**config.mk**
```make
export PLATFORM = sky130hd
export DESIGN_NAME = stream_fmt_conv
export DESIGN_NICKNAME = d
export VERILOG_FILES = /design/src/rtl/stream_fmt_pkg.sv /design/src/rtl/stream_fmt_lane.sv /design/src/rtl/stream_fmt_conv.sv
export SDC_FILE = /design/constraint.sdc
export NUM_CORES = 1
export LEC_CHECK = 0
export BUFFER_PORTS_ARGS = -buffer_cell sky130_fd_sc_hd__buf_2
export CAP_MARGIN = 20
export CORE_MARGIN = 2
export CORE_UTILIZATION = 60
export DETAILED_ROUTE_END_ITERATION = 6
export GPL_TIMING_DRIVEN = 0
export PLACE_DENSITY = 0.81
export RECOVER_POWER = 25
export SLEW_MARGIN = 25
export SYNTH_ARGS = -nofsm -noshare
export SYNTH_HDL_FRONTEND = slang
export SYNTH_HIERARCHICAL = 1
export SYNTH_SLANG_ARGS = --single-unit
```
**constraint.sdc**
```tcl
create_clock -name clk -period 3.2 [get_ports clk]
set_clock_uncertainty 0.05 [all_clocks]
set_input_delay 0.64 -clock clk [delete_from_list [all_inputs] [get_ports clk]]
set_output_delay 0.64 -clock clk [all_outputs]
set_load 0.05 [all_outputs]
```
**src/rtl/stream_fmt_pkg.sv**
```systemverilog
// Shared types and helpers for the stochastic bitstream format converter.
package stream_fmt_pkg;

  typedef enum logic {
    BI2UNI = 1'b0,
    UNI2BI = 1'b1
  } fmt_mode_t;

  // Accumulator midpoint: the "zero difference" level for a DEP-bit accumulator.
  function automatic int mid_val(input int dep);
    return 1 << (dep - 1);
  endfunction

endpackage

```
**src/rtl/stream_fmt_lane.sv**
```systemverilog
// One converter channel: clamped difference accumulator with mode register
// and sticky saturation flag.
module stream_fmt_lane
  import stream_fmt_pkg::*;
#(
  parameter int DEP = 3
) (
  input  logic clk,
  input  logic rst,
  input  logic clr,
  input  logic i_mode,
  input  logic i_en,
  input  logic i_in,
  output logic o_out,
  output logic o_sat
);

  localparam logic [DEP-1:0]        MID  = DEP'(mid_val(DEP));
  localparam logic signed [DEP+1:0] ZERO = '0;
  localparam logic signed [DEP+1:0] ONE  = (DEP+2)'(1);
  localparam logic signed [DEP+1:0] TWO  = (DEP+2)'(2);
  localparam logic signed [DEP+1:0] MAXV = $signed({2'b00, {DEP{1'b1}}});

  logic [DEP-1:0]        r_acc;
  fmt_mode_t             r_mode;
  logic                  r_sat;

  logic                  w_gt;
  logic signed [DEP+1:0] w_acc_ext;
  logic signed [DEP+1:0] w_nxt;
  logic [DEP-1:0]        w_acc_clamped;
  logic                  w_clamp;

  assign w_gt      = (r_acc > MID);
  assign w_acc_ext = $signed({2'b00, r_acc});
  assign o_out     = i_en & w_gt;
  assign o_sat     = r_sat;

  // The feedback term uses w_gt: updates only happen with i_en high, where it equals o_out.
  always_comb begin
    w_nxt         = w_acc_ext;
    w_acc_clamped = r_acc;
    w_clamp       = 1'b0;
    if (r_mode == BI2UNI) begin
      w_nxt = w_acc_ext + (i_in ? ONE : -ONE) - (w_gt ? ONE : ZERO);
    end else begin
      w_nxt = w_acc_ext + (i_in ? TWO : ONE) - (w_gt ? TWO : ZERO);
    end
    if (w_nxt < ZERO) begin
      w_acc_clamped = '0;
      w_clamp       = 1'b1;
    end else if (w_nxt > MAXV) begin
      w_acc_clamped = '1;
      w_clamp       = 1'b1;
    end else begin
      w_acc_clamped = w_nxt[DEP-1:0];
    end
  end

  always_ff @(posedge clk) begin
    if (rst) begin
      r_acc  <= MID;
      r_mode <= BI2UNI;
      r_sat  <= 1'b0;
    end else if (clr) begin
      r_acc  <= MID;
      r_mode <= fmt_mode_t'(i_mode);
      r_sat  <= 1'b0;
    end else if (i_en) begin
      r_acc  <= w_acc_clamped;
      r_sat  <= r_sat | w_clamp;
    end
  end

endmodule

```
**src/rtl/stream_fmt_conv.sv**
```systemverilog
// Multi-channel stochastic bitstream format converter: CH independent lanes
// sharing clock, reset and clear.
module stream_fmt_conv
  import stream_fmt_pkg::*;
#(
  parameter int CH  = 4,
  parameter int DEP = 3
) (
  input  logic          clk,
  input  logic          rst,
  input  logic          clr,
  input  logic [CH-1:0] mode,
  input  logic [CH-1:0] en,
  input  logic [CH-1:0] in,
  output logic [CH-1:0] out,
  output logic [CH-1:0] sat
);

  generate
    for (genvar gi = 0; gi < CH; gi++) begin : g_lane
      stream_fmt_lane #(
        .DEP(DEP)
      ) u_lane (
        .clk   (clk),
        .rst   (rst),
        .clr   (clr),
        .i_mode(mode[gi]),
        .i_en  (en[gi]),
        .i_in  (in[gi]),
        .o_out (out[gi]),
        .o_sat (sat[gi])
      );
    end
  endgenerate

endmodule
```
* After elaboration in Yosys (flattened, before gate mapping) *
Index checks and enable logic that the tools add are counted.
W data, S select, Z words.

word-level totals
  register bits = 20
  output and inout port bits = 8

cells by class
  bitwise gates (word level) = 8
  reductions and logical operators = 1
  magnitude comparators = 12
  $add $sub $neg = 16
  multiplexer cells = 36

operators with widths
  cell                  number
  $add A4 B5 Y5         8
  $mux W5               8
  $sub A5 B5 Y5         8
  $mux W3               8
  $gt A5 B4 Y1 const B  4
  $lt A5 B1 Y1 const B  4
  $mux W2               8
  $gt A3 B3 Y1 const B  4
  $mux W1               12
  $and A1 B1 Y1         4
  $or A1 B1 Y1          4
  $reduce_or A2 Y1      1

* Logic depth before layout (Yosys ltp) *
Gate-level depths: netlist of run 1.

  word-level depth = 8
  depth in mapped cells = 9
  depth with buffers taken out = 9

* Modules after synthesis *
The synthesis of run 1 kept the hierarchy.

modules (own cells, without submodules)
  module           sequential area each (um2)  area each (um2)  cells an instance  times used
  stream_fmt_lane  100.1                       558.0            66                 4

* Worst setup path after synthesis of run 1 *
Ideal clock, no wire load.

  kind = input to register
  start = in in[0]
  end = reg g_lane[0].u_lane.r_acc[0]
  cell stages on the path = 8
  path slack = 821 ps
  library setup time = 103 ps
  arrival = 2226 ps
  cell sequence = inv_1 > fa_1 > inv_1 > ha_1 > a21oi_1 > mux2i_1 > nor2_1 > a2111oi_2

between the ends
  cells in the longest elaborated chain, start to end = 7
  elaborated cells between the ends (all ways) = 11
  those cells by class = add/sub: 4; order compare: 2; mux: 5

ends and longest elaborated chain
  item                                line                                          source
  start, declared                     stream_fmt_conv.sv:14                         input logic [CH-1:0] in,
  $mux W2 or $mux W5 (tied branches)  stream_fmt_lane.sv:47, stream_fmt_lane.sv:45
  $add A4 B5 Y5 (on tied branches)    stream_fmt_lane.sv:47, stream_fmt_lane.sv:45
  $sub A5 B5 Y5 (on tied branches)    stream_fmt_lane.sv:47, stream_fmt_lane.sv:45
  $mux W5 *                           stream_fmt_lane.sv:44                         if (r_mode == BI2UNI) begin
  $gt A5 B4 Y1                        stream_fmt_lane.sv:52                         end else if (w_nxt > MAXV) begin
  $mux W3                             stream_fmt_lane.sv:52
  $mux W3 *                           stream_fmt_lane.sv:49                         if (w_nxt < ZERO) begin
  end signal, assigned                stream_fmt_lane.sv:70                         r_acc <= w_acc_clamped;
  end, declared                       stream_fmt_lane.sv:24                         logic [DEP-1:0] r_acc;

Mark *: on every way between the ends. The rest lies on a longest branch, timed or not.
A chain may end at the register's enable or synchronous reset.

* Worst setup path after layout of run 1 *
  start = reg g_lane[3].u_lane.r_acc[1]
  end = reg g_lane[3].u_lane.r_acc[0]

between the ends
  cells in the longest elaborated chain, start to end = 7
  elaborated cells between the ends (all ways) = 12
  those cells by class = add/sub: 4; order compare: 3; mux: 5

ends and longest elaborated chain
  item                                                                   line
  start, declared                                                        stream_fmt_lane.sv:24
  start signal, assigned                                                 stream_fmt_lane.sv:70
  parallel branches: the longest is 3 deep, another holds $add A4 B5 Y5  -
  $mux W5 *                                                              stream_fmt_lane.sv:44
  $gt A5 B4 Y1                                                           stream_fmt_lane.sv:52
  $mux W3                                                                stream_fmt_lane.sv:52
  $mux W3 *                                                              stream_fmt_lane.sv:49

Every way passes the cells marked *.

==> results of run 1 <==
[worst max-delay path, delay by kind of cell (launching register included)]
family	cells	cell delay, ps
compound gates	3	850
fa+ha+maj	2	640
buf+inv	2	170
flops	1	380
mux	1	250
simple gates	1	110
[worst max path at each step]
| stage | startpoint | slack (ps) | endpoint |
|---|---|---|---|
| floorplan | in[0] | 820 | g_lane[0].u_lane/r_acc[0] |
| global placement | in[0] | 550 | g_lane[0].u_lane/r_acc[0] |
| detailed placement | in[0] | 510 | g_lane[0].u_lane/r_acc[0] |
| CTS | g_lane[3].u_lane/r_acc[1] | 620 | g_lane[3].u_lane/r_acc[0] |
| global route | g_lane[3].u_lane/r_acc[1] | 410 | g_lane[3].u_lane/r_acc[0] |
| finish | g_lane[3].u_lane/r_acc[1] | 640 | g_lane[3].u_lane/r_acc[0] |
[cells in the final DEF (no fill, tap or decap)]
cell	instances
buf_6	4
xnor2_1	4
clkbuf_8	3
o21ai_0	12
dfxtp_1	20
o31ai_1	4
nor3b_1	4
bufinv_16	1
xor2_1	8
a221oi_1	4
o21ai_1	8
mux2i_1	8
a21oi_2	4
ha_1	40
fa_1	8
a31o_1	4
buf_2	18
nor2_1	36
o211ai_1	4
a2111oi_2	4
nand2b_1	12
a21oi_1	12
and2_4	4
clkbuf_1	4
inv_1	36
a31oi_1	8
nand2_1	12
a31oi_2	4
[layout make-up]
type | count | share of cell area
Sequential cell | 20 | 0.162
Multi-Input combinational cell | 204 | 0.669
Clock inverter | 1 | 0.0122
Tap cell | 48 | 0.0243
Timing Repair Buffer | 22 | 0.0426
Inverter | 36 | 0.0547
Clock buffer | 3 | 0.0167
Buffer | 4 | 0.0182
[kinds of logic after synthesis]
kind of cell             after synthesis  synth area share
flip-flops                            20             0.179
multiplexers                           8            0.0359
adder cells (fa/ha/maj)               48             0.296
AND/OR/NAND/NOR                       68             0.143
buffers and inverters                 40            0.0807
XOR/XNOR                              12            0.0471
AO/OA/AOI/OAI                         68             0.217
[report_power, final]
group	switching, W	internal, W	leakage [nW]
Combinational	0.000215	0.000158	1.01
Clock	0.0000820	0.000167	0.0357
Sequential	0.0000190	0.000264	0.164
[layer usage]
layer,wire length (um),track usage,up-vias,share of wire
met1,1900,0.268,849,0.47
met4,19,0.0399,0,0.0047
met2,1990,0.412,34,0.49
met3,161,0.0521,2,0.040
met5,0,0,-,0
li1,-,-,965,-
[registers in the layout (all words and copies together), names as in the netlist]
signal                count
g_lane.u_lane/o_sat       4
g_lane.u_lane/r_acc      12
g_lane.u_lane/r_mode      4
[through the flow]
step                setup slack (ps)  hold slack, ps  instance area [sq um]
floorplan                        821             470                   2230
global placement                 548             401                   2400
detailed placement               506             408                   2400
CTS                              622             419                   2470
global route                     406             449                   2470
finish                           644             420                   2470
==> impl_metrics.yaml, run 1 <==
critical_path:
  worstSetupEndpointType: "register"
  start_kind: "register"
  cp.arrival_ps: 2670
  r2r_cells: 9
  cpMostUsedCell: "inv_1"
  worstReg2RegStart: "g_lane[3].u_lane/r_acc[1]"
  path_cells: "o21ai_0, inv_1, fa_1, inv_1, ha_1, a21oi_1, mux2i_1, nor2_1, a2111oi_2"
  worstSetupPathType: "reg -> reg"
  critical-path-max-stage-delay_ps: 400
  r2r_slack_ps: 640
  worst-path-max-fanout: 5
  rr_endpoint: "g_lane[3].u_lane/r_acc[0]"
  cp.required_ps: 3310
  slowest_stage: "fa_1"
clocking:
  cts_hold_buf: 0
  clkLatencyLatePin_ps: 260
  numCtsBuffers: 3
  cts_sinks: 20
  max-clock-path-buffers: 2
  cts.reportedPaths.clkPinSlew_ps: 70
  ctsResizeCount: 0
  htree_levels: 1
  cts_setup_buffers: 0
  cts_root_buffer: "clkbuf_8"
  tritoncts: "done"
synthesis:
  syn_inst: 264
  synth-edff-count: 0
  ys_ff_latch: 20
  yosysUniqueCellTypes: 24
  ys_top_cells_by_count: "ha_1 (40), inv_1 (36), nor2_1 (36)"
  synth.most_common_cell: "ha_1"
  synth_area_leaders: "ha_1 (22%), dfxtp_1 (18%), fa_1 (7.2%)"
  post-synth-top-area-fraction: 0.224
  post-synth-top-area-cell: "ha_1"
  ys_seq_area_frac: 0.179
  syn-cell-area_sq_um: 2230
  synth_nets: 327
  yosys_warnings: 6
  synthFlopType: "dfxtp_1"
  syn_avg_cell_area_sq_um: 8.46
  async_reset_ff_frac: 0
place:
  hpwlAfterDp_um: 3420
  port-buffer-count: 22
  numPlacedInstances: 334
  gp_congestion: 0.828
final_layout:
  fill_cells: 321
  final_nets: 354
  syn_to_final_growth_pct: 10.6
  seqCellArea_sq_um: 400
  antenna-diode-count: 0
  drive_above_1_share: 0.145
  multi_input_area_sq_um: 1650
  fin_util: 0.685
  final_cells: 338
timing:
  setup_viol: 0
  relSlewSlack: 0.529
  worst_pin_slew_ps: 707
  fin_crit_ps: 2560
  drv_slew: 0
  period_share: 0.799
  rsz0062_at_grt: "no"
  finalHoldViolCount: 0
  fin_tns_setup_ps: 0
  max_freq_ghz: 0.391
grt:
  grt_start_max_net_pins: 13
  grt_pass1_vias: 1863
  grt_pass1_wl_um: 7690
  grtUsageTotal: 0.225
  antenna_found_initial: 0
  overflow: 0
hold_path:
  holdPathEnd: "g_lane[0].u_lane/o_sat"
  hold_depth: 2
  min_from: "g_lane[0].u_lane/o_sat"
  min_path_type: "reg -> reg"
floorplan:
  die_w_um: 65.0
  core-area_sq_um: 3610
  initial_core_util: 0.619
  dieHeight_um: 65.0
  dieArea_sq_um: 4220
  io-pin-count: 23
  rows: 22
pwr:
  p_leak_nw: 1.21
  p_per_area_nw_per_um2: 366
  ir_drop_mv: 0.321
  total_power_w: 0.000905
routing:
  route.detailed.drc: 0
  via_per_inst: 5.47
  wl_um: 4060
  drtPass1Iterations: 4
  drtAntennaViolNets: 0
  routedWlPerCell_um: 12.0
  vias: 1850
  drt_first_iter_violations: 79
status:
  status: "finished, final reports clean"
job:
  maxCapViolCount: 0
No activity file was read; power rests on OpenSTA's default activity.
==> run 2: changes to the inputs <==
--- a/config.mk
+++ b/config.mk
@@ -5,13 +5,14 @@
 export SDC_FILE = /design/constraint.sdc
 export NUM_CORES = 1
 export LEC_CHECK = 0
+export ABC_AREA = 1
 export BUFFER_PORTS_ARGS = -buffer_cell sky130_fd_sc_hd__buf_2
 export CAP_MARGIN = 20
 export CORE_MARGIN = 2
-export CORE_UTILIZATION = 60
+export CORE_UTILIZATION = 54
 export DETAILED_ROUTE_END_ITERATION = 6
 export GPL_TIMING_DRIVEN = 0
-export PLACE_DENSITY = 0.81
+export PLACE_DENSITY = 0.77
 export RECOVER_POWER = 25
 export SLEW_MARGIN = 25
 export SYNTH_ARGS = -nofsm -noshare
==> constraint.sdc (replaced) <==
create_clock -name clk -period 2.3 [get_ports clk]
set_clock_uncertainty 0.05 [all_clocks]
set_input_delay 0.46 -clock clk [delete_from_list [all_inputs] [get_ports clk]]
set_output_delay 0.46 -clock clk [all_outputs]
set_load 0.05 [all_outputs]
==> run 2 against run 1 <==
Against the previous run:
- non-clock buffer count shrank 4
- sequential cell count is the same
- critical path depth rose by 2
- synthesized area down 1.3%
- total power rose by 29%
- register-to-register slack worse by 470 ps
- worst hold slack got worse by 38 ps
- first-iteration DRC count is 6.3% higher
- die area up 9.0%
- combinational power grew 36%
- maximum frequency up 20%
- largest cell class unchanged
==> impl_metrics.yaml, run 2 <==
status:
  status: "finished, final reports clean"
synthesis:
  syn_inst: 324
  yosysUniqueCellTypes: 17
  synth.most_common_cell: "nand2_1"
  synthFlopType: "dfxtp_1"
  syn_avg_cell_area_sq_um: 6.80
  async_reset_ff_frac: 0
  synth_area_leaders: "ha_1 (23%), dfxtp_1 (18%), nand2_1 (16%)"
  post-synth-top-area-cell: "ha_1"
  post-synth-top-area-fraction: 0.227
  syn-cell-area_sq_um: 2200
  ys_ff_latch: 20
  synth_nets: 387
  synth-edff-count: 0
  yosys_warnings: 6
  ys_seq_area_frac: 0.182
  ys_top_cells_by_count: "nand2_1 (92), inv_1 (56), ha_1 (40)"
routing:
  route.detailed.drc: 0
  routedWlPerCell_um: 10.4
  drtAntennaViolNets: 0
  drt_first_iter_violations: 84
  vias: 1955
  drtPass1Iterations: 4
  wl_um: 4140
  via_per_inst: 4.89
critical_path:
  crit_family: "adder cells"
  cp.arrival_ps: 2230
  worst-path-max-fanout: 5
  critical-path-max-stage-delay_ps: 410
  crit_start: "g_lane[1].u_lane/r_acc[2]"
  slowest_stage: "fa_1"
  cp.required_ps: 2410
  worstReg2RegStart: "g_lane[1].u_lane/r_acc[2]"
  path_depth: 11
  rr_endpoint: "g_lane[1].u_lane/r_acc[0]"
  crit_end: "g_lane[1].u_lane/r_acc[0]"
  r2r_slack_ps: 180
  cpMostUsedCell: "inv_1"
  path_cells: "inv_1, a21oi_2, inv_1, ha_1, fa_1, o21ai_0, o21ai_2, inv_2, nor2_4, nand2_1, a21oi_1"
  start_kind: "register"
  worstPathBufferInverterCount: 3
  worstSetupEndpointType: "register"
  worstSetupPathType: "reg -> reg"
  r2r_cells: 11
floorplan:
  dieArea_sq_um: 4600
  io-pin-count: 23
  dieHeight_um: 67.9
  rows: 23
  initial_core_util: 0.555
  core-area_sq_um: 3970
  die_w_um: 67.9
final_layout:
  final_nets: 414
  multi_input_area_sq_um: 1580
  fill_cells: 395
  largest_register_ffs: 12
  syn_to_final_growth_pct: 11.5
  final_common_cell: "nand2_1"
  drive_above_1_share: 0.151
  antenna-diode-count: 0
  max_flop_register: "g_lane.u_lane/r_acc"
  seqCellArea_sq_um: 409
  final_cell_mix: "nand2_1 (92), inv_1 (59), ha_1 (40)"
place:
  port-buffer-count: 22
  hpwlAfterDp_um: 3460
  gp_congestion: 0.886
  pre_cts_ws_ps: 4.95
clocking:
  cts.reportedPaths.clkPinSlew_ps: 70
  cts_root_buffer: "clkbuf_8"
  cts_sinks: 20
  htree_levels: 1
  max-clock-path-buffers: 2
  clkLatencyLatePin_ps: 260
  tritoncts: "done"
  cts_hold_buf: 0
  numCtsBuffers: 3
timing:
  finalHoldViolCount: 0
  worst_pin_slew_ps: 599
  setup_viol: 0
  drv_slew: 0
  period_share: 0.923
  fin_tns_setup_ps: 0
  finalWorstSetupSlack_ps: 177
  relSlewSlack: 0.602
  fin_crit_ps: 2120
  max_freq_ghz: 0.471
grt:
  grt_pass1_wl_um: 7210
  grtUsageTotal: 0.200
  antenna_found_initial: 0
  grt_pass1_vias: 1757
  grt_start_max_net_pins: 13
  overflow: 0
pwr:
  ir_drop_mv: 0.331
  p_per_area_nw_per_um2: 475
  total_power_w: 0.00117
  p_leak_nw: 1.34
job:
  maxCapViolCount: 0
hold_path:
  min_from: "mode[2]"
  min_path_type: "in -> reg"
## run 2: changes by cell type after synthesis, sizes merged, moves of 8 or more
| cell | before | now |
|---|---|---|
| a21oi | 16 | 24 |
| mux2i | 8 | 0 |
| a31oi | 12 | 0 |
| nand2b | 12 | 0 |
| nand3 | 0 | 16 |
| nand2 | 12 | 92 |
| inv | 36 | 64 |
| nor2 | 36 | 24 |
## run 2: through the flow
stage,instances,hold slack [ps],instance area (sq um),utilization
2_1_floorplan,324,426,2200,-
3_3_place_gp,396,385,2370,0.598
3_5_place_dp,396,388,2370,0.598
4_1_cts,400,385,2430,0.612
5_1_grt,400,397,2450,0.618
6_report,400,382,2450,0.618
## run 2: report_power, final
| group | internal (W) | total (W) | switching, W | leakage [nW] |
|---|---|---|---|---|
| registers | 0.000368 | 0.000392 | 0.0000239 | 0.164 |
| logic | 0.000199 | 0.000506 | 0.000308 | 1.14 |
| clock network | 0.000152 | 0.000267 | 0.000115 | 0.0288 |
## run 2: kinds of logic (layout without fill, tap and decap cells)
family          count (synthesis)  in the layout  synth area share
simple gates                  136            136             0.259
compound gates                 48             48             0.118
fa+ha+maj                      48             48             0.300
xor+xnor                        8              8            0.0318
buf+inv                        64             90             0.109
flops                          20             20             0.182
## run 2: worst register-to-register path: stages, from the launching register on
cell and delay (ps):
dfxtp_1 400, inv_1 140, a21oi_2 170, inv_1 80, ha_1 220, fa_1 410
o21ai_0 230, o21ai_2 100, inv_2 80, nor2_4 40, nand2_1 70, a21oi_1 50
## run 2: worst min path at each step
stage                                     end  cells after the start
finish                g_lane[2].u_lane/r_mode                      3
global route          g_lane[2].u_lane/r_mode                      3
CTS                   g_lane[2].u_lane/r_mode                      3
detailed placement     g_lane[2].u_lane/o_sat                      2
global placement       g_lane[1].u_lane/o_sat                      2
floorplan           g_lane[0].u_lane/r_acc[0]                      2
## run 2: per-layer routing
metal	share of wire	wire length [um]	vias up	GRT usage
li1	-	-	1071	-
met4	0.011	46	0	0.0375
met3	0.024	99	7	0.0362
met1	0.47	1930	854	0.254
met2	0.50	2060	23	0.357
met5	0	0	-	0
## run 2: what timing repair did
item,in CTS,in global routing
buffers inserted,0,0
setup endpoints to repair,0,16
gates resized for setup,0,13
## run 2: final cells by class
cell class | count | share of cell area
multi-input cells | 240 | 0.644
flip-flops and latches | 20 | 0.167
inverters | 64 | 0.0979
repair buffers | 22 | 0.0438
well taps | 50 | 0.0255
clock buffers | 4 | 0.0224
==> run 3: changes to the inputs <==
--- a/config.mk
+++ b/config.mk
@@ -9,13 +9,12 @@
 export BUFFER_PORTS_ARGS = -buffer_cell sky130_fd_sc_hd__buf_2
 export CAP_MARGIN = 20
 export CORE_MARGIN = 2
-export CORE_UTILIZATION = 54
+export CORE_UTILIZATION = 50
 export DETAILED_ROUTE_END_ITERATION = 6
 export GPL_TIMING_DRIVEN = 0
-export PLACE_DENSITY = 0.77
+export PLACE_DENSITY = 0.72
 export RECOVER_POWER = 25
 export SLEW_MARGIN = 25
 export SYNTH_ARGS = -nofsm -noshare
 export SYNTH_HDL_FRONTEND = slang
-export SYNTH_HIERARCHICAL = 1
 export SYNTH_SLANG_ARGS = --single-unit
==> run 3 against run 2 <==
Against the previous run:
- critical endpoint is now g_lane[3].u_lane.r_acc[1]
- combinational power grew 5.3%
- critical path depth stayed put
- die area grew 14%
==> impl_metrics.yaml, run 3 <==
critical_path:
  slowest_stage: "fa_1"
  cp.required_ps: 2440
  worstPathBufferInverterCount: 3
  critical-path-max-stage-delay_ps: 450
  worstReg2RegStart: "g_lane[3].u_lane.r_acc[1]"
  path_depth: 11
  start_kind: "register"
  worst-path-max-fanout: 6
  crit_family: "adder cells"
  worstSetupPathType: "reg -> reg"
  r2r_slack_ps: 130
  r2r_cells: 11
  worstSetupEndpointType: "register"
  cp.arrival_ps: 2310
  crit_end: "g_lane[3].u_lane.r_acc[1]"
  rr_endpoint: "g_lane[3].u_lane.r_acc[1]"
  path_cells: "inv_2, a21oi_4, fa_1, ha_1, nand2_1, bufinv_8, o21ai_2, inv_2, nor2_4, nand2_1, a21oi_2"
  crit_start: "g_lane[3].u_lane.r_acc[1]"
synthesis:
  synthXorXnorAreaFrac: 0.0149
  async_reset_ff_frac: 0
  yosysUniqueCellTypes: 26
  syn_avg_cell_area_sq_um: 7.04
  synth-simple-area-share: 0.237
  ys_ff_latch: 20
  yosys_warnings: 0
  synthFlopType: "dfxtp_1"
  synth_top_family_by_area: "adder cells"
  synth_area_leaders: "ha_1 (21%), dfxtp_1 (17%), nand2_1 (15%)"
  post-synth-top-area-fraction: 0.208
  ys_seq_area_frac: 0.170
  yosys.area_share.adder: 0.276
  synth_nets: 396
  syn-cell-area_sq_um: 2350
  synth-edff-count: 0
  syn_inst: 334
  synth.most_common_cell: "nand2_1"
  synth.area.mux_share: 0
  ys_top_cells_by_count: "nand2_1 (92), ha_1 (39), inv_1 (37)"
  synth-compound-area-share: 0.143
  post-synth-top-area-cell: "ha_1"
grt:
  grt_pass1_vias: 1887
  grt_start_max_net_pins: 12
  grt_pass1_wl_um: 7800
  overflow: 0
  antenna_found_initial: 0
  grtUsageTotal: 0.177
floorplan:
  dieHeight_um: 72.6
  io-pin-count: 23
  rows: 24
  initial_core_util: 0.529
  die_w_um: 72.6
  core-area_sq_um: 4440
  dieArea_sq_um: 5260
routing:
  routedWlPerCell_um: 10.2
  route.detailed.drc: 0
  drt_first_iter_violations: 100
  drtPass1Iterations: 4
  drtAntennaViolNets: 0
  vias: 2009
  wl_um: 4200
  via_per_inst: 4.88
timing:
  relSlewSlack: 0.606
  drv_slew: 0
  period_share: 0.942
  finalHoldViolCount: 0
  fin_tns_setup_ps: 0
  fin_crit_ps: 2170
  finalWorstSetupSlack_ps: 134
  worst_pin_slew_ps: 594
  hold_slack_ps: 384
  setup_viol: 0
  max_freq_ghz: 0.462
clocking:
  cts_hold_buf: 0
  cts_sinks: 20
  cts_root_buffer: "clkbuf_8"
  htree_levels: 1
  numCtsBuffers: 3
  clkLatencyLatePin_ps: 260
  cts_setup_buffers: 0
  max-clock-path-buffers: 2
  tritoncts: "done"
  cts.reportedPaths.clkPinSlew_ps: 70
place:
  numPlacedInstances: 408
  pre_cts_ws_ps: -89.2
  gp_congestion: 0.850
  hpwlAfterDp_um: 3490
  port-buffer-count: 22
final_layout:
  final_common_cell: "nand2_1"
  antenna-diode-count: 0
  drive_above_1_share: 0.267
  largest_register_ffs: 12
  max_flop_register: "g_lane.u_lane.r_acc"
  final_cells: 412
  final_nets: 423
  syn_to_final_growth_pct: 11.1
  final_cell_mix: "nand2_1 (91), ha_1 (39), inv_1 (35)"
  fill_cells: 434
pwr:
  ir_drop_mv: 0.266
  p_int_w: 0.000739
  seqPwrFrac: 0.328
  pwr-share-clk: 0.225
  p_leak_nw: 1.39
  p_sw_w: 0.000454
  total_power_w: 0.00119
  p_per_area_nw_per_um2: 457
  swShare: 0.381
  pwr-share-comb: 0.447
job:
  maxCapViolCount: 0
hold_path:
  min_path_type: "in -> reg"
status:
  status: "finished, final reports clean"
## run 3: cell types whose count changed in the layout (fill, tap and decap cells not counted), sizes merged, moves of 2 or more
cell	previous run	this run
a211oi	0	4
a22oi	0	4
buf	20	32
bufinv	0	2
nor2	24	20
o21ai	20	16
xor2	4	1
## run 3: worst min path at each step
stage,end,slack (ps),cells past startpoint,start
CTS,g_lane[3].u_lane.r_mode,380,2,rst
floorplan,g_lane[0].u_lane.o_sat,380,2,g_lane[0].u_lane.o_sat
global route,g_lane[3].u_lane.r_mode,400,2,rst
detailed placement,g_lane[0].u_lane.o_sat,400,2,g_lane[0].u_lane.o_sat
finish,g_lane[0].u_lane.r_mode,380,2,rst
global placement,g_lane[0].u_lane.o_sat,390,2,g_lane[0].u_lane.o_sat
## run 3: area by class of cell
class	count	area (sq um)	area share
multi-input cells	236	1600	0.614
flip-flops and latches	20	409	0.157
inverters	65	274	0.105
repair buffers	22	106	0.0407
plain buffers	13	98.8	0.0379
well taps	52	65.1	0.0249
clock buffers	4	55.1	0.0211
## run 3: repair_timing
item	4_1_cts	5_1_grt
resized for setup	3	13
endpoints found under the hold margin	0	0
setup endpoints to repair	4	15
gates cloned	0	0
## run 3: layer usage
metal | share of wire | track usage | routed length, um
met2 | 0.46 | 0.314 | 1940
met4 | 0.0036 | 0.0247 | 15
met5 | 0 | 0 | 0
met1 | 0.50 | 0.233 | 2090
met3 | 0.039 | 0.0250 | 162
## run 3: power groups by stage
| stage | Sequential, W | Combinational [W] | Clock [W] |
|---|---|---|---|
| after floorplan | 0.000392 | 0.000431 | 0 |
| after global placement | 0.000397 | 0.000516 | 0 |
| after detailed placement | 0.000397 | 0.000528 | 0 |
| after CTS | 0.000390 | 0.000532 | 0.000277 |
| after global routing | 0.000395 | 0.000619 | 0.000288 |
| final | 0.000391 | 0.000533 | 0.000269 |
## run 3: per-stage QoR
stage	utilization	instance area [sq um]
final	0.587	2610
after global routing	0.587	2610
after floorplan	-	2350
after CTS	0.582	2590
after global placement	0.568	2520
after detailed placement	0.568	2520
## run 3: cell families after synthesis
logic type / count (synthesis)
AO/OA/AOI/OAI: 52
adder cells (fa/ha/maj): 47
buffers and inverters: 78
XOR/XNOR: 4
flip-flops: 20
AND/OR/NAND/NOR: 133
